$ cat config.mk
export PLATFORM = sky130hd
export DESIGN_NAME = coms_frame_decoder
export DESIGN_NICKNAME = d
export VERILOG_FILES = /design/src/rtl/coms_pkg.sv /design/src/rtl/coms_frame_decoder.sv
export SDC_FILE = /design/constraint.sdc
export NUM_CORES = 1
export LEC_CHECK = 0
export BUFFER_PORTS_ARGS = -buffer_cell sky130_fd_sc_hd__buf_2
export CAP_MARGIN = 20
export CORE_ASPECT_RATIO = 1.4
export CORE_MARGIN = 4
export CORE_UTILIZATION = 31
export CTS_BUF_LIST = sky130_fd_sc_hd__clkbuf_8
export DETAILED_ROUTE_END_ITERATION = 7
export MAX_ROUTING_LAYER = met4
export PLACE_DENSITY = 0.51
export SETUP_SLACK_MARGIN = 0.4
export SLEW_MARGIN = 10
export SYNTH_ARGS = -nofsm -noshare
export SYNTH_HDL_FRONTEND = slang
export SYNTH_SLANG_ARGS = --single-unit
$ cat constraint.sdc
create_clock -name CLK -period 2.7 [get_ports CLK]
set_clock_uncertainty 0.2 [all_clocks]
set_input_delay 0.27 -clock CLK [delete_from_list [all_inputs] [get_ports CLK]]
set_output_delay 0.27 -clock CLK [all_outputs]
set_load 0.02 [all_outputs]
$ cat src/rtl/coms_pkg.sv
// Shared definitions for the motor control bus framing: magic numbers,
// frame lengths, frame/FSM enums and the byte-wise CRC-16 update.
package coms_pkg;

    localparam logic [31:0] MAGIC_SETPOINT       = 32'hD0D0_D0D0;
    localparam logic [31:0] MAGIC_CONTROL_MODE   = 32'hBAAD_A555;
    localparam logic [31:0] MAGIC_STATUS_REQUEST = 32'h1CE1_CEBB;
    localparam logic [31:0] MAGIC_STATUS_REPLY   = 32'h1CEB_00DA;

    localparam int unsigned MAGIC_NUMBER_LENGTH          = 4;
    localparam int unsigned SETPOINT_FRAME_LENGTH        = 11;
    localparam int unsigned CONTROL_MODE_FRAME_LENGTH    = 8;
    localparam int unsigned STATUS_REQUEST_FRAME_LENGTH  = 7;
    localparam int unsigned STATUS_REPLY_FRAME_LENGTH    = 21;

    typedef enum logic [1:0] {
        FT_SETPOINT       = 2'd0,
        FT_CONTROL_MODE   = 2'd1,
        FT_STATUS_REQUEST = 2'd2
    } frame_type_t;

    typedef enum logic [1:0] {
        HUNT    = 2'd0,
        PAYLOAD = 2'd1,
        CHECK   = 2'd2
    } state_t;

    // CRC-16 (poly 0x8005, MSB first, no reflection) advanced by one byte
    function automatic logic [15:0] nextCRC16_D8(input logic [7:0] data, input logic [15:0] crc);
        logic [15:0] c;
        c = crc;
        for (int i = 7; i >= 0; i--) begin
            if (c[15] ^ data[i]) begin
                c = {c[14:0], 1'b0} ^ 16'h8005;
            end else begin
                c = {c[14:0], 1'b0};
            end
        end
        return c;
    endfunction

endpackage

$ cat src/rtl/coms_frame_decoder.sv
// Receive-side frame decoder for the motor control bus: hunts for magic
// numbers in the uart_rx byte stream, checks CRC-16, filters on motor ID and
// updates the setpoint / control-mode registers or pulses status_request.
// Optional inter-byte timeout is built when COMS_RX_TIMEOUT_EN is defined.
module coms_frame_decoder
    import coms_pkg::*;
#(
    parameter int unsigned CLK_FREQ_HZ    = 50_000_000,
    parameter int unsigned BAUDRATE       = 115200,
    parameter int unsigned TIMEOUT_CYCLES = CLK_FREQ_HZ / BAUDRATE * 40,
    parameter logic [7:0]  BROADCAST_ID   = 8'hFF
) (
    input  logic               CLK,
    input  logic               reset,
    input  logic               rx_data_ready,
    input  logic [7:0]         rx_data,
    input  logic [7:0]         motor_id,
    output logic signed [31:0] setpoint,
    output logic               setpoint_valid,
    output logic [7:0]         control_mode,
    output logic               control_mode_valid,
    output logic               status_request,
    output logic               crc_error,
    output logic               frame_timeout
);

    localparam int unsigned REM_W = 4;

    state_t             r_state;
    frame_type_t        r_type;
    logic [31:0]        r_shift;
    logic [REM_W-1:0]   r_remaining;
    logic [15:0]        r_crc_calc;
    logic [15:0]        r_crc_rx;
    logic [39:0]        r_pay;

    logic [31:0]        w_shift_next;
    logic               w_magic_hit;
    frame_type_t        w_magic_type;
    logic [REM_W-1:0]   w_magic_rem;
    logic [7:0]         w_id;
    logic               w_accept;

    assign w_shift_next = {r_shift[23:0], rx_data};

`ifdef COMS_RX_TIMEOUT_EN
    localparam int unsigned TO_W = $clog2(TIMEOUT_CYCLES + 1);
    logic [TO_W-1:0]    r_to_cnt;
`else
    logic               w_unused_timeout;
    assign w_unused_timeout = ^TIMEOUT_CYCLES;
    assign frame_timeout    = 1'b0;
`endif

    // Recognise a known magic number completed by the incoming byte
    always_comb begin
        w_magic_hit  = 1'b0;
        w_magic_type = FT_SETPOINT;
        w_magic_rem  = '0;
        case (w_shift_next)
            MAGIC_SETPOINT: begin
                w_magic_hit  = 1'b1;
                w_magic_type = FT_SETPOINT;
                w_magic_rem  = REM_W'(SETPOINT_FRAME_LENGTH - MAGIC_NUMBER_LENGTH);
            end
            MAGIC_CONTROL_MODE: begin
                w_magic_hit  = 1'b1;
                w_magic_type = FT_CONTROL_MODE;
                w_magic_rem  = REM_W'(CONTROL_MODE_FRAME_LENGTH - MAGIC_NUMBER_LENGTH);
            end
            MAGIC_STATUS_REQUEST: begin
                w_magic_hit  = 1'b1;
                w_magic_type = FT_STATUS_REQUEST;
                w_magic_rem  = REM_W'(STATUS_REQUEST_FRAME_LENGTH - MAGIC_NUMBER_LENGTH);
            end
            default: ;
        endcase
    end

    // Extract the frame's ID byte and decide whether this board takes it
    always_comb begin
        w_id = r_pay[7:0];
        case (r_type)
            FT_SETPOINT:     w_id = r_pay[39:32];
            FT_CONTROL_MODE: w_id = r_pay[15:8];
            default:         w_id = r_pay[7:0];
        endcase
        w_accept = (w_id == motor_id) ||
                   ((w_id == BROADCAST_ID) && (r_type != FT_STATUS_REQUEST));
    end

    // Frame FSM with registered outputs
    always_ff @(posedge CLK) begin
        if (reset) begin
            r_state            <= HUNT;
            r_type             <= FT_SETPOINT;
            r_shift            <= '0;
            r_remaining        <= '0;
            r_crc_calc         <= 16'hFFFF;
            r_crc_rx           <= '0;
            r_pay              <= '0;
            setpoint           <= '0;
            setpoint_valid     <= 1'b0;
            control_mode       <= '0;
            control_mode_valid <= 1'b0;
            status_request     <= 1'b0;
            crc_error          <= 1'b0;
`ifdef COMS_RX_TIMEOUT_EN
            frame_timeout      <= 1'b0;
            r_to_cnt           <= '0;
`endif
        end else begin
            setpoint_valid     <= 1'b0;
            control_mode_valid <= 1'b0;
            status_request     <= 1'b0;
            crc_error          <= 1'b0;
`ifdef COMS_RX_TIMEOUT_EN
            frame_timeout      <= 1'b0;
`endif
            case (r_state)
                HUNT: begin
                    if (rx_data_ready) begin
                        if (w_magic_hit) begin
                            r_type      <= w_magic_type;
                            r_remaining <= w_magic_rem;
                            r_crc_calc  <= 16'hFFFF;
                            r_shift     <= '0;
                            r_pay       <= '0;
                            r_state     <= PAYLOAD;
`ifdef COMS_RX_TIMEOUT_EN
                            r_to_cnt    <= '0;
`endif
                        end else begin
                            r_shift <= w_shift_next;
                        end
                    end
                end

                PAYLOAD: begin
                    if (rx_data_ready) begin
                        // Payload bytes feed the CRC; the trailing two are the received CRC
                        if (r_remaining > REM_W'(2)) begin
                            r_pay      <= {r_pay[31:0], rx_data};
                            r_crc_calc <= nextCRC16_D8(rx_data, r_crc_calc);
                        end else begin
                            r_crc_rx   <= {r_crc_rx[7:0], rx_data};
                        end
                        r_remaining <= r_remaining - REM_W'(1);
                        if (r_remaining == REM_W'(1)) begin
                            r_state <= CHECK;
                        end
`ifdef COMS_RX_TIMEOUT_EN
                        r_to_cnt <= '0;
                    end else if (r_to_cnt == TO_W'(TIMEOUT_CYCLES - 1)) begin
                        // Stalled sender: drop the partial frame silently
                        frame_timeout <= 1'b1;
                        r_shift       <= '0;
                        r_to_cnt      <= '0;
                        r_state       <= HUNT;
                    end else begin
                        r_to_cnt <= r_to_cnt + TO_W'(1);
`endif
                    end
                end

                CHECK: begin
                    // A byte landing here already belongs to the next hunt
                    if (rx_data_ready) begin
                        r_shift <= w_shift_next;
                    end
                    if (r_crc_calc == r_crc_rx) begin
                        if (w_accept) begin
                            case (r_type)
                                FT_SETPOINT: begin
                                    setpoint       <= r_pay[31:0];
                                    setpoint_valid <= 1'b1;
                                end
                                FT_CONTROL_MODE: begin
                                    control_mode       <= r_pay[7:0];
                                    control_mode_valid <= 1'b1;
                                end
                                default: begin
                                    status_request <= 1'b1;
                                end
                            endcase
                        end
                    end else begin
                        crc_error <= 1'b1;
                    end
                    r_state <= HUNT;
                end

                default: r_state <= HUNT;
            endcase
        end
    end

endmodule

After elaboration in Yosys (flattened, before gate mapping)
Index checks and enable logic that the tools add are counted.
- output and inout port bits: 45
- bits in registers: 148
- input port bits: 19
- word-level logic and storage cells: 137
- mux-type cells: 67
- bitwise logic cells: 20
- order comparisons: 1
- eq/ne operators: 17
- add/sub/neg operators: 1
- reduce and logical (&&, ||, !) cells: 18
- operators by type and width (operator ; count):
    $mux W16 ; 40
    $mux W40 ; 4
    $pmux W40 S2 ; 1
    $mux W24 ; 3
    $eq A32 B32 Y1 const B ; 2
    $pmux W24 S2 ; 1
    $eq A32 B29 Y1 const B ; 1
    $pmux W16 S2 ; 1
    $not A3 Y3 ; 8
    $eq A16 B16 Y1 ; 1
    $pmux W8 S2 ; 1
    $reduce_and A4 Y1 ; 4
    $ne A2 B2 Y1 const B ; 7
    $mux W4 ; 3
    $pmux W3 S3 ; 1
    $reduce_and A3 Y1 ; 3
    $eq A8 B8 Y1 ; 1
    $eq A8 B8 Y1 const B ; 1
    $mux W2 ; 4
    $pmux W2 S2 ; 2
    $pmux W4 S2 ; 1
    $xor A1 B1 Y1 ; 8
    $mux W1 ; 5
    $reduce_and A5 Y1 ; 1
    13 further kinds ; 20

Logic depth before layout (Yosys ltp)
Gate-level depths: netlist (run 1).
- depth in word-level cells: 47
- depth in mapped cells: 10
- mapped depth without buffers: 6

Least setup slack after synthesis (run 1)
OpenSTA, ideal clock, no wires.
- path type: register to register
- from: register r_type[0]
- to: register setpoint[0]
- required time: 2428 ps
- data arrival time: 2666 ps
- path slack: -237 ps
- period minus slack after synthesis: 2937 ps
- buffers on the path: 2
- setup time: 72 ps
- stages on the path, launching flop included: 9
- cells stage by stage: dfxtp_1 > buf_6 > mux2i_1 > a211oi_1 > or4_1 > or4_4 > a2111oi_4 > buf_6 > mux2i_1
- word-level cells in the longest chain between the ends: 6
- elaborated cells between the ends (all ways): 9
- those cells by class: eq/ne (4); mux (1); reduce/logical (4)
- RTL lines (item ; RTL line ; source):
    from (decl) ; coms_frame_decoder.sv:30 ; frame_type_t r_type;
    from (signal assigned) ; coms_frame_decoder.sv:124 ; r_type <= w_magic_type;
    $eq A2 B1 Y1 or $logic_not A2 Y1 (tied branches) ; coms_frame_decoder.sv:83, coms_frame_decoder.sv:173 ;
    $pmux W8 S2 ; coms_frame_decoder.sv:83 ; case (r_type)
    $eq A8 B8 Y1 ; coms_frame_decoder.sv:89 ; ((w_id == BROADCAST_ID) && (r_type != FT_STATUS_REQUEST));
    $logic_and A1 B1 Y1 ; coms_frame_decoder.sv:89 ;
    $logic_or A1 B1 Y1 ; coms_frame_decoder.sv:88 ; w_accept = (w_id == motor_id) ||
    $reduce_and A4 Y1 (no source line) * ; -- ;
    to (signal assigned) ; coms_frame_decoder.sv:175 ; setpoint <= r_pay[31:0];
    to (decl) ; coms_frame_decoder.sv:18 ; output logic signed [31:0] setpoint,
Every way passes the cells marked *; elsewhere a longest branch is shown, timed or not.
A chain may end at the register's enable or synchronous reset.

Worst setup path after layout (run 1)
- from: register r_type[0]
- to: register setpoint[17]
Same word-level chain as after synthesis.

==> flow_metrics.py, run 1 <==
metrics = {
    "layout": {
        "postLayoutCoreUtil_pct": 40.47,
        "count_of_inserted_antenna_diode_cells": 0,
        "layout-drive-gt1-share_pct": 25.91,
        "nets": 916,
        "layout.cells.non_filler": 1204,
        "areaGrowthSynthToFinish_pct": 28.04,
    },
    "logic_synthesis": {
        "synthesis.instances": 790,
        "synth.most_common_cell": "sky130_fd_sc_hd__dfxtp_1",
        "per_instance_average_area_after_synthesis_sq_um": 8.779,
        "ys_seq_elements": 148,
        "syn_area_sq_um": 6935,
        "post-synth-top-area-fraction_pct": 42.72,
        "synth_net_count": 812,
        "post_synth_main_area_contributors": "sky130_fd_sc_hd__dfxtp_1, sky130_fd_sc_hd__mux2i_1, sky130_fd_sc_hd__nand2_1, sky130_fd_sc_hd__a21oi_1, sky130_fd_sc_hd__nand4_1",
        "yosys.area.top_type": "sky130_fd_sc_hd__dfxtp_1",
        "synth.yosys.seq_area_share_pct": 42.72,
        "number_of_warnings_reported_in_the_yosys_synthesis_log": 0,
        "post_synth_num_cell_types": 56,
        "synth.cells.most_frequent": "sky130_fd_sc_hd__dfxtp_1, sky130_fd_sc_hd__nand2_1, sky130_fd_sc_hd__a21oi_1",
        "synthArstFlopShare_pct": 0,
        "synth-edff-count": 0,
        "synth_ff_type": "sky130_fd_sc_hd__dfxtp_1",
    },
    "placement": {
        "io_buffer_count": 62,
        "dp.cells": 1142,
        "hpwlAfterDp_mm": 13.31,
        "routability_congestion": 0.8359,
    },
    "setup_path": {
        "cp.arrival_ns": 3.27,
        "crit_fanout": 8,
        "crit-reg2reg-capture": "setpoint[17]",
        "critical-path-top-cell-by-count": "sky130_fd_sc_hd__or4_4",
        "timing.critical_path.from": "r_type[0]",
        "crit_path_max_incr_delay_ns": 0.56,
        "critPathSlowestCell": "sky130_fd_sc_hd__or4_4",
        "cp_num_buf_inv": 3,
        "cell_chain_critical_path": "mux2i_2 -> o211a_1 -> or4_4 -> or4_4 -> a2111oi_4 -> buf_4 -> buf_6 -> buf_8 -> mux2i_1",
        "startpoint_type_of_the_worst_setup_path": "register",
        "crit-reg2reg-launch": "r_type[0]",
        "timing.critical_path.max_delay_family": "simple AND/OR/NAND/NOR gates",
        "worstSetupEndpoint": "setpoint[17]",
        "worstSetupPathType": "register to register",
        "crit_required_ns": 2.90,
        "r2r_slack_ns": -0.37,
        "reg2reg_depth": 9,
        "critPathCaptureType": "register",
        "crit_cells": 9,
    },
    "timing": {
        "timing.max_slew.rel_slack_pct": 30.23,
        "timing.hold.ws_ns": 0.02931,
        "min_period_over_period_pct": 113.7,
        "hold_viol_final": 0,
        "finalSetupTns_ns": -13.22,
        "clock.fmax_ghz": 0.3258,
        "post-route-worst-setup-slack_ns": -0.3689,
        "setup-violations-final": 40,
        "layout_min_cycle_time_ns": 3.069,
        "setup_repair_after_global_routing_missed_its_margin": "yes",
        "worst_slew_pin_slew_ns": 1.047,
        "final_max_tran_viols": 0,
    },
    "power_and_ir_drop": {
        "share_comb_of_total_power_pct": 5.8,
        "netSwitchingFraction_pct": 26.45,
        "share_seq_of_total_power_pct": 51.4,
        "cellInternalPower_uw": 3157,
        "irDropWorstVdd_mv": 0.2845,
        "leakagePower_uw": 0.003186,
        "finalPower_uw": 4293,
        "switching_power_total_uw": 1136,
        "pwr_density_cell_nw_per_um2": 483.5,
        "power.clock.fraction_pct": 42.8,
    },
    "floorplan": {
        "boundary_pin_count": 64,
        "die_x_um": 134.4,
        "dieHeight_um": 185.0,
        "starting_utilization_of_the_core_area_pct": 31.61,
        "placementRows": 64,
        "floorplan.die_area_sq_um": 24860,
        "core_area_sq_um": 21940,
    },
    "global_routing": {
        "grt_pass1_vias": 6052,
        "initial_antenna_violation_count": 0,
        "grt.total_usage_pct": 17.00,
        "gr-total-overflow": 0,
        "largest_net_degree_at_the_start_of_global_routing": 94,
        "global_route_wire_length_before_repair_mm": 33.13,
    },
    "clock_tree": {
        "clock_sink_count": 148,
        "ctsLongestPathBuffers": 2,
        "tritoncts": "yes",
        "ctsRootBufferMaster": "sky130_fd_sc_hd__clkbuf_8",
        "number_of_buffers_created_by_cts": 17,
        "htreeDepth": 4,
        "clkLatencyLatePin_ns": 0.47,
        "clkSlewWorstSetupHoldPaths_ns": 0.09,
    },
    "drt": {
        "detail_route.vias_per_cell": 5.228,
        "route.detailed.drc": 0,
        "drtAntennaViolNets": 0,
        "dr.pass1.iters": 6,
        "detailedRoute.firstIterationViolations": 471,
        "detail_route.wl_per_cell_um": 17.91,
        "vias": 6294,
        "totalWireLength_mm": 21.57,
    },
    "outcome": {
        "run_status": "finished, violations left",
        "violations": "setup timing",
    },
    "flow_run": {
        "cap_violations": 0,
    },
    "min_path": {
        "holdCritPathClass": "input pin to register",
    },
}
power by group through the flow:
stage	logic, uW	clock network [uW]	registers, uW
6_report	249	1840	2200
5_1_grt	269	1950	2210
4_1_cts	245	1880	2200
3_5_place_dp	234	0	2260
3_3_place_gp	234	0	2260
2_1_floorplan	149	0	2250
cell families (layout without fill, tap and decap cells):
| family | Yosys count | count (layout) | share of synthesized area (%) |
|---|---|---|---|
| AO/OA/AOI/OAI | 202 | 202 | 17.86 |
| adder cells (fa/ha/maj) | 3 | 3 | 0.5413 |
| buffers and inverters | 76 | 193 | 5.647 |
| XOR/XNOR | 37 | 37 | 4.889 |
| multiplexers | 64 | 64 | 9.237 |
| other | 1 | 1 | 0.05407 |
| flip-flops | 148 | 148 | 42.72 |
| AND/OR/NAND/NOR | 259 | 259 | 19.05 |
metal layers:
layer  up-vias  global-route usage, %  share of wire [%]  wire, um
met4         0                  5.257                2.1       447
li1       3074                      -                  -         -
met1      3050                  20.50                 43      9314
met3        35                  2.636                3.3       704
met2       135                  29.26                 51     11100
met5         -                      -                  0         0
how the worst min path moves through the flow:
stage,depth (start not counted),slack [ns],startpoint,endpoint
finish,4,0.03,rx_data[4],r_crc_rx[4]
global route,4,0.04,rx_data[3],r_crc_rx[3]
CTS,4,0.01,rx_data[4],r_crc_rx[4]
detailed placement,2,0.24,setpoint[18],setpoint[18]
global placement,2,0.24,setpoint[3],setpoint[3]
floorplan,2,0.21,rx_data[0],r_crc_rx[0]
flip-flops by register name (all words and copies together) (netlist names), 2 cells and up:
name          cells
setpoint         32
r_pay            40
r_type            2
r_state           2
r_remaining       4
control_mode      8
r_crc_calc       16
r_shift          24
r_crc_rx         16
final cells by class:
| class | count | area [sq um] |
|---|---|---|
| timing repair buffer | 153 | 1266 |
| fill | 2292 | 13060 |
| clock buffer | 18 | 247.7 |
| inverter | 8 | 30.03 |
| clock inverter | 14 | 165.2 |
| sequential | 148 | 2982 |
| multi-input combinational | 566 | 3817 |
| tap | 297 | 371.6 |
through the flow:
stage | area (sq um) | worst slack [ns]
4_1_cts | 8579 | -0.3818
3_5_place_dp | 7849 | -0.4219
6_report | 8880 | -0.3689
5_1_grt | 8880 | -0.4919
2_1_floorplan | 6943 | -0.2366
3_3_place_gp | 7849 | -0.3490
worst reg2reg max path: cells and delay by family, from the launching register on:
family	cells	cell delay (ns)
and+or+nand+nor	2	1.09
AOI/OAI and AO/OA	2	0.54
buffers and inverters	3	0.44
DFF	1	0.40
muxes	2	0.35
cells in the final DEF, fill, tap and decap left out, types with 5 or more instances in the layout:
cell / n
sky130_fd_sc_hd__dfxtp_1: 137
sky130_fd_sc_hd__buf_2: 62
sky130_fd_sc_hd__nand3_1: 8
sky130_fd_sc_hd__xor2_1: 6
sky130_fd_sc_hd__nor2b_1: 9
sky130_fd_sc_hd__o32a_1: 5
sky130_fd_sc_hd__dlygate4sd3_1: 6
sky130_fd_sc_hd__a21oi_1: 79
sky130_fd_sc_hd__xnor2_1: 27
sky130_fd_sc_hd__o21ai_0: 54
sky130_fd_sc_hd__clkbuf_8: 18
sky130_fd_sc_hd__mux2i_1: 59
sky130_fd_sc_hd__nor2_1: 23
sky130_fd_sc_hd__o211ai_1: 29
sky130_fd_sc_hd__nor4_1: 13
sky130_fd_sc_hd__inv_6: 5
sky130_fd_sc_hd__nand2_1: 114
sky130_fd_sc_hd__dfxtp_2: 9
sky130_fd_sc_hd__nor3_1: 5
sky130_fd_sc_hd__nand4_1: 52
sky130_fd_sc_hd__buf_12: 10
sky130_fd_sc_hd__buf_4: 64
repair_timing:
action	CTS	global route
hold buffers	6	0
buffers inserted	9	8
gates resized for setup	28	34
gates cloned	3	4
setup endpoints to repair	50	104
endpoints found under the hold margin	19	0
pin swaps	8	27
No activity file was read; power rests on OpenSTA's default activity.
==> run 2: changes to the inputs <==
--- a/config.mk
+++ b/config.mk
@@ -5,17 +5,21 @@
 export SDC_FILE = /design/constraint.sdc
 export NUM_CORES = 1
 export LEC_CHECK = 0
+export ABC_AREA = 1
 export BUFFER_PORTS_ARGS = -buffer_cell sky130_fd_sc_hd__buf_2
 export CAP_MARGIN = 20
+export CELL_PAD_IN_SITES_DETAIL_PLACEMENT = 2
+export CELL_PAD_IN_SITES_GLOBAL_PLACEMENT = 2
 export CORE_ASPECT_RATIO = 1.4
 export CORE_MARGIN = 4
 export CORE_UTILIZATION = 31
 export CTS_BUF_LIST = sky130_fd_sc_hd__clkbuf_8
 export DETAILED_ROUTE_END_ITERATION = 7
 export MAX_ROUTING_LAYER = met4
-export PLACE_DENSITY = 0.51
+export PLACE_DENSITY = 0.78
 export SETUP_SLACK_MARGIN = 0.4
 export SLEW_MARGIN = 10
 export SYNTH_ARGS = -nofsm -noshare
 export SYNTH_HDL_FRONTEND = slang
 export SYNTH_SLANG_ARGS = --single-unit
+export TNS_END_PERCENT = 50
==> run 2 against run 1 <==
  * Non-clock buffer count is 5 higher
  * The run now ends clean
  * Area after synthesis fell by 5.7%
  * Fmax is 18% higher
  * Worst hold slack worse by 0.014 ns
  * Clock power shrank 2%
  * Critical path type unchanged
  * Final cell count is 6.6% higher
  * Routed wire length rose by 35%
  * Sequential power hardly changed
  * Utilization up 2.3 points
  * Combinational power grew 47%
  * First-iteration DRC count down 11%
  * Power grew 2.4%
==> flow_metrics.py, run 2 <==
metrics = {
    "drt": {
        "vias": 6899,
        "detail_route.vias_per_cell": 5.377,
        "totalWireLength_mm": 29.20,
        "dr.pass1.iters": 6,
        "drtAntennaViolNets": 0,
        "detailedRoute.firstIterationViolations": 421,
        "detail_route.wl_per_cell_um": 22.76,
        "route.detailed.drc": 0,
    },
    "clock_tree": {
        "clock_sink_count": 148,
        "tritoncts": "yes",
        "htreeDepth": 4,
        "ctsRootBufferMaster": "sky130_fd_sc_hd__clkbuf_8",
        "ctsLongestPathBuffers": 2,
        "clkLatencyLatePin_ns": 0.49,
        "clkSlewWorstSetupHoldPaths_ns": 0.09,
        "number_of_buffers_created_by_cts": 17,
    },
    "global_routing": {
        "largest_net_degree_at_the_start_of_global_routing": 51,
        "grt_pass1_vias": 7258,
        "grt.total_usage_pct": 22.41,
        "global_route_wire_length_before_repair_mm": 39.94,
        "gr-total-overflow": 0,
        "initial_antenna_violation_count": 0,
    },
    "logic_synthesis": {
        "synth_net_count": 907,
        "synthesis.instances": 885,
        "synth-edff-count": 0,
        "yosys.area.top_type": "sky130_fd_sc_hd__dfxtp_1",
        "synth.most_common_cell": "sky130_fd_sc_hd__a21oi_1",
        "number_of_warnings_reported_in_the_yosys_synthesis_log": 0,
        "synth.yosys.seq_area_share_pct": 45.29,
        "per_instance_average_area_after_synthesis_sq_um": 7.391,
        "post-synth-top-area-fraction_pct": 45.29,
        "syn_area_sq_um": 6541,
        "post_synth_main_area_contributors": "sky130_fd_sc_hd__dfxtp_1, sky130_fd_sc_hd__a21oi_1, sky130_fd_sc_hd__nand2_1, sky130_fd_sc_hd__inv_1, sky130_fd_sc_hd__nand3_1",
        "synth.cells.most_frequent": "sky130_fd_sc_hd__a21oi_1, sky130_fd_sc_hd__dfxtp_1, sky130_fd_sc_hd__nand2_1",
        "post_synth_num_cell_types": 38,
        "synthArstFlopShare_pct": 0,
        "ys_seq_elements": 148,
        "synth_ff_type": "sky130_fd_sc_hd__dfxtp_1",
    },
    "placement": {
        "hpwlAfterDp_mm": 17.30,
        "dpl_worst_slack_ns": 0.01130,
        "io_buffer_count": 62,
        "dp.cells": 1202,
        "routability_congestion": 0.9009,
    },
    "layout": {
        "count_of_inserted_antenna_diode_cells": 0,
        "registers.top_by_ff_count": "r_pay",
        "postLayoutCoreUtil_pct": 42.74,
        "largest_registers": "r_pay x40, setpoint x32, r_shift x24",
        "layout.cells.non_filler": 1283,
        "layout_common_cells": "sky130_fd_sc_hd__a21oi_1, sky130_fd_sc_hd__dfxtp_1, sky130_fd_sc_hd__nand2_1",
        "areaGrowthSynthToFinish_pct": 34.83,
        "nets": 1036,
        "largest_reg_flops": 40,
        "most_common_cell_after_layout_fill_and_taps_aside": "sky130_fd_sc_hd__a21oi_1",
        "layout-drive-gt1-share_pct": 29.21,
    },
    "setup_path": {
        "critPathCaptureType": "register",
        "timing.critical_path.from": "r_shift[11]",
        "r2r_slack_ns": 0.09,
        "worstSetupPathType": "register to register",
        "crit-reg2reg-capture": "r_pay[19]",
        "crit_fanout": 21,
        "reg2reg_depth": 13,
        "crit_required_ns": 2.87,
        "crit-reg2reg-launch": "r_shift[11]",
        "cp.arrival_ns": 2.77,
        "startpoint_type_of_the_worst_setup_path": "register",
    },
    "timing": {
        "setup-violations-final": 0,
        "min_period_over_period_pct": 96.50,
        "worst_slew_pin_slew_ns": 0.7042,
        "clock.fmax_ghz": 0.3838,
        "final_max_tran_viols": 0,
        "layout_min_cycle_time_ns": 2.605,
        "timing.max_slew.rel_slack_pct": 53.05,
        "post-route-worst-setup-slack_ns": 0.09457,
        "hold_viol_final": 0,
        "finalSetupTns_ns": 0,
        "setup_repair_after_global_routing_missed_its_margin": "yes",
    },
    "power_and_ir_drop": {
        "pwr_density_cell_nw_per_um2": 498.5,
        "leakagePower_uw": 0.003491,
        "irDropWorstVdd_mv": 0.2941,
        "finalPower_uw": 4397,
    },
    "min_path": {
        "worstHoldPathCells": 3,
        "hold_path_startpoint": "rx_data[2]",
        "min_delay_worst_endpoint": "r_pay[2]",
        "holdCritPathClass": "input pin to register",
    },
    "floorplan": {
        "floorplan.die_area_sq_um": 23520,
        "dieHeight_um": 179.9,
        "boundary_pin_count": 64,
        "die_x_um": 130.8,
        "core_area_sq_um": 20630,
        "placementRows": 62,
        "starting_utilization_of_the_core_area_pct": 31.70,
    },
    "flow_run": {
        "cap_violations": 0,
    },
    "outcome": {
        "run_status": "finished, final reports clean",
    },
}
run 2: how the worst max path moves through the flow:
stage                     endpoint  cells after the start  slack [ns]
finish                   r_pay[19]                     13        0.09
global route             r_pay[27]                     13       -0.03
CTS                  r_crc_calc[4]                     13        0.31
detailed placement  r_crc_calc[15]                     21        0.01
global placement    r_crc_calc[15]                     21        0.08
floorplan           r_crc_calc[15]                     21        0.58
run 2: through the flow:
step / area [sq um] / hold WS, ns
final: 8820 / 0.01542
after global routing: 8820 / 0.02483
after CTS: 8225 / 0.005981
after detailed placement: 7356 / 0.2552
after global placement: 7356 / 0.2496
after floorplan: 6541 / 0.2128
run 2: repair_timing:
item / 4_1_cts / 5_1_grt
resized for setup: 66 / 78
buffers inserted: 17 / 8
hold buffers: 13 / 0
endpoints found under the hold margin: 14 / 0
endpoints found under the setup margin: 120 / 135
gates cloned: 0 / 11
pin swaps: 17 / 20
run 2: logic make-up after synthesis:
family	share of synthesized area (%)
buffers and inverters	9.391
AOI/OAI and AO/OA	18.53
and+or+nand+nor	21.86
other	0.05733
xor gates and xnor gates	4.285
DFF	45.29
adders and majority gates	0.5739
run 2: final cells by class:
| type | instances | area (sq um) |
|---|---|---|
| repair inverters | 1 | 5.005 |
| inverters | 100 | 390.4 |
| clock buffers | 19 | 261.5 |
| fillers | 2339 | 11820 |
| flip-flops and latches | 148 | 2989 |
| repair buffers | 158 | 1290 |
| clock inverters | 13 | 133.9 |
| multi-input cells | 588 | 3430 |
| well taps | 256 | 320.3 |
run 2: where the power goes:
group	total (uW)	switching [uW]	internal, uW	leakage, uW
Clock	1800	936	864	0.000191
Combinational	366	235	131	0.00210
Sequential	2230	28.6	2200	0.00120
Total	4400	1200	3200	0.00349
run 2: per-layer routing:
metal | vias to the layer above | wire length [um] | part of all wire [%] | global-route usage (%)
met5 | - | 0 | 0 | -
met4 | 0 | 1518 | 5.2 | 9.428
met3 | 97 | 731 | 2.5 | 3.622
met2 | 152 | 16080 | 55 | 40.63
met1 | 3448 | 10870 | 37 | 23.46
li1 | 3202 | - | - | -
run 2: worst max-delay path: stages (launching register included):
cell	delay (ns)
sky130_fd_sc_hd__dfxtp_2	0.34
sky130_fd_sc_hd__inv_2	0.07
sky130_fd_sc_hd__nand2_2	0.06
sky130_fd_sc_hd__nor2_4	0.11
sky130_fd_sc_hd__nand3_2	0.12
sky130_fd_sc_hd__nor4_4	0.30
sky130_fd_sc_hd__nand4_1	0.19
sky130_fd_sc_hd__nand4_1	0.18
sky130_fd_sc_hd__nand3b_1	0.19
sky130_fd_sc_hd__nand2_1	0.16
sky130_fd_sc_hd__inv_2	0.11
sky130_fd_sc_hd__buf_12	0.18
sky130_fd_sc_hd__a21oi_1	0.18
sky130_fd_sc_hd__a21oi_1	0.07
==> run 3: changes to the inputs <==
--- a/config.mk
+++ b/config.mk
@@ -8,15 +8,13 @@
 export ABC_AREA = 1
 export BUFFER_PORTS_ARGS = -buffer_cell sky130_fd_sc_hd__buf_2
 export CAP_MARGIN = 20
-export CELL_PAD_IN_SITES_DETAIL_PLACEMENT = 2
-export CELL_PAD_IN_SITES_GLOBAL_PLACEMENT = 2
 export CORE_ASPECT_RATIO = 1.4
 export CORE_MARGIN = 4
 export CORE_UTILIZATION = 31
 export CTS_BUF_LIST = sky130_fd_sc_hd__clkbuf_8
 export DETAILED_ROUTE_END_ITERATION = 7
 export MAX_ROUTING_LAYER = met4
-export PLACE_DENSITY = 0.78
+export PLACE_DENSITY = 0.51
 export SETUP_SLACK_MARGIN = 0.4
 export SLEW_MARGIN = 10
 export SYNTH_ARGS = -nofsm -noshare
==> run 3 against run 2 <==
  * Fmax increased by 14%
  * Die area unchanged
  * Utilization decreased by 1.5 points
  * Cell area decreased by 3.5%
  * Clock-buffer cell count decreased by 2
  * Clock power increased by 2%
  * Register-to-register slack improved by 0.32 ns
  * Routed wire length decreased by 30%
  * Non-clock buffer count decreased by 18
  * Power about the same
  * Final cell count decreased by 1.3%
  * Flip-flop and latch count unchanged
  * Largest cell class unchanged
==> flow_metrics.py, run 3 (synthesis results as in run 2) <==
metrics = {
    "drt": {
        "vias": 6266,
        "drtAntennaViolNets": 0,
        "dr.pass1.iters": 7,
        "detailedRoute.firstIterationViolations": 297,
        "route.detailed.drc": 0,
        "detail_route.vias_per_cell": 4.949,
        "detail_route.wl_per_cell_um": 16.09,
        "totalWireLength_mm": 20.37,
    },
    "setup_path": {
        "cp.arrival_ns": 2.44,
        "startpoint_type_of_the_worst_setup_path": "register",
        "crit_fanout": 6,
        "crit_required_ns": 2.85,
        "worstSetupPathType": "register to register",
        "cell_chain_critical_path": "inv_2 -> nor2_4 -> inv_2 -> nor4_2 -> nand4_1 -> nand4_1 -> nand3b_1 -> buf_6 -> nor2_4 -> nand2_1 -> o22ai_2 -> inv_1",
        "critPathCaptureType": "register",
        "timing.critical_path.max_delay_family": "simple AND/OR/NAND/NOR gates",
        "cp_num_buf_inv": 4,
        "crit_path_max_incr_delay_ns": 0.34,
        "critPathSlowestCell": "sky130_fd_sc_hd__dfxtp_2",
    },
    "clock_tree": {
        "htreeDepth": 4,
        "ctsLongestPathBuffers": 2,
        "ctsRootBufferMaster": "sky130_fd_sc_hd__clkbuf_8",
        "number_of_buffers_created_by_cts": 17,
        "clkSlewWorstSetupHoldPaths_ns": 0.09,
        "clkLatencyLatePin_ns": 0.46,
        "clock_sink_count": 148,
        "tritoncts": "yes",
    },
    "flow_run": {
        "cap_violations": 0,
    },
    "layout": {
        "postLayoutCoreUtil_pct": 41.23,
        "registers.top_by_ff_count": "r_pay",
        "layout_common_cells": "sky130_fd_sc_hd__a21oi_1, sky130_fd_sc_hd__dfxtp_1, sky130_fd_sc_hd__nand2_1",
        "filler_cell_count": 2188,
        "area.sequential_sq_um": 2995,
        "most_common_cell_after_layout_fill_and_taps_aside": "sky130_fd_sc_hd__a21oi_1",
        "count_of_inserted_antenna_diode_cells": 0,
        "largest_registers": "r_pay x40, setpoint x32, r_shift x24",
        "nets": 1019,
        "layout-drive-gt1-share_pct": 27.03,
        "largest_reg_flops": 40,
        "areaGrowthSynthToFinish_pct": 30.07,
        "multi_input_gate_area_in_the_final_layout_sq_um": 3312,
    },
    "floorplan": {
        "die_x_um": 130.8,
        "core_area_sq_um": 20630,
        "placementRows": 62,
        "boundary_pin_count": 64,
        "starting_utilization_of_the_core_area_pct": 31.70,
        "dieHeight_um": 179.9,
        "floorplan.die_area_sq_um": 23520,
    },
    "global_routing": {
        "initial_antenna_violation_count": 0,
        "gr-total-overflow": 0,
        "grt.total_usage_pct": 17.16,
        "grt_pass1_vias": 5867,
        "global_route_wire_length_before_repair_mm": 31.01,
        "largest_net_degree_at_the_start_of_global_routing": 51,
    },
    "power_and_ir_drop": {
        "pwr_density_cell_nw_per_um2": 517.0,
        "leakagePower_uw": 0.003359,
        "irDropWorstVdd_mv": 0.2452,
    },
    "timing": {
        "clock.fmax_ghz": 0.4368,
        "setup-violations-final": 0,
        "final_max_tran_viols": 0,
        "setup_repair_after_global_routing_missed_its_margin": "yes",
        "timing.max_slew.rel_slack_pct": 58.17,
        "layout_min_cycle_time_ns": 2.289,
        "worst_slew_pin_slew_ns": 0.6267,
        "min_period_over_period_pct": 84.79,
        "hold_viol_final": 0,
        "finalSetupTns_ns": 0,
    },
    "placement": {
        "io_buffer_count": 62,
        "hpwlAfterDp_mm": 14.07,
        "routability_congestion": 0.9185,
    },
    "outcome": {
        "run_status": "finished, final reports clean",
    },
    "min_path": {
        "holdCritPathClass": "input pin to register",
    },
}
==> run 3: power breakdown <==
group	internal, uW	leakage (uW)	switching [uW]
clock	867	0.000213	969
sequential	2200	0.00120	27.2
combinational	131	0.00194	203
total	3200	0.00336	1200
==> run 3: final cells by class <==
| class | instances | area share, % |
|---|---|---|
| Multi-Input combinational cell | 588 | 38.93 |
| Sequential cell | 148 | 35.21 |
| Timing Repair Buffer | 140 | 12.35 |
| Inverter | 100 | 4.721 |
| Tap cell | 256 | 3.765 |
| Clock buffer | 17 | 2.750 |
| Clock inverter | 15 | 2.132 |
| Timing Repair inverter | 2 | 0.1471 |
==> run 3: through the flow <==
stage,cells,instance area [sq um],hold slack (ns),setup slack [ns],total power [uW]
finish,1266,8508,0.04103,0.4107,4399
global route,1266,8508,0.01842,0.2280,4564
CTS,1244,7935,0.002941,0.3880,4399
detailed placement,1191,7261,0.2531,-0.0009401,2537
global placement,1191,7261,0.2472,0.02676,2537
floorplan,885,6541,0.2128,0.5798,2442
==> run 3: metal layers <==
metal,part of all wire (%),GRT usage [%],up-vias
met3,2.9,3.325,24
met2,53,29.71,109
met5,0,-,-
met1,42,19.90,2956
li1,-,-,3177
met4,1.9,4.981,0
==> run 3: path summary, 6_finish.rpt <==
check	endpoint	cells after the start	start	slack, ns
worst min-delay path	r_crc_rx[0]	3	rx_data[0]	0.04
worst min register to register	setpoint[4]	2	setpoint[4]	0.26
worst max-delay path	r_crc_calc[4]	12	r_shift[19]	0.41
worst max register to register	r_crc_calc[4]	12	r_shift[19]	0.41
==> run 3: tightest hold or removal path, cell delays in order <==
cell and delay, ns:
sky130_fd_sc_hd__buf_2 0.15, sky130_fd_sc_hd__inv_1 0.14, sky130_fd_sc_hd__a21oi_1 0.08
==> run 3: repair_timing <==
action                                  in CTS  in global routing
pin swaps                                    5                 30
endpoints found under the hold margin       16                  0
resized for setup                           24                105
endpoints found under the setup margin      97                141
setup buffers                                9                 16
cloned                                       1                  6
hold buffers                                11                  0
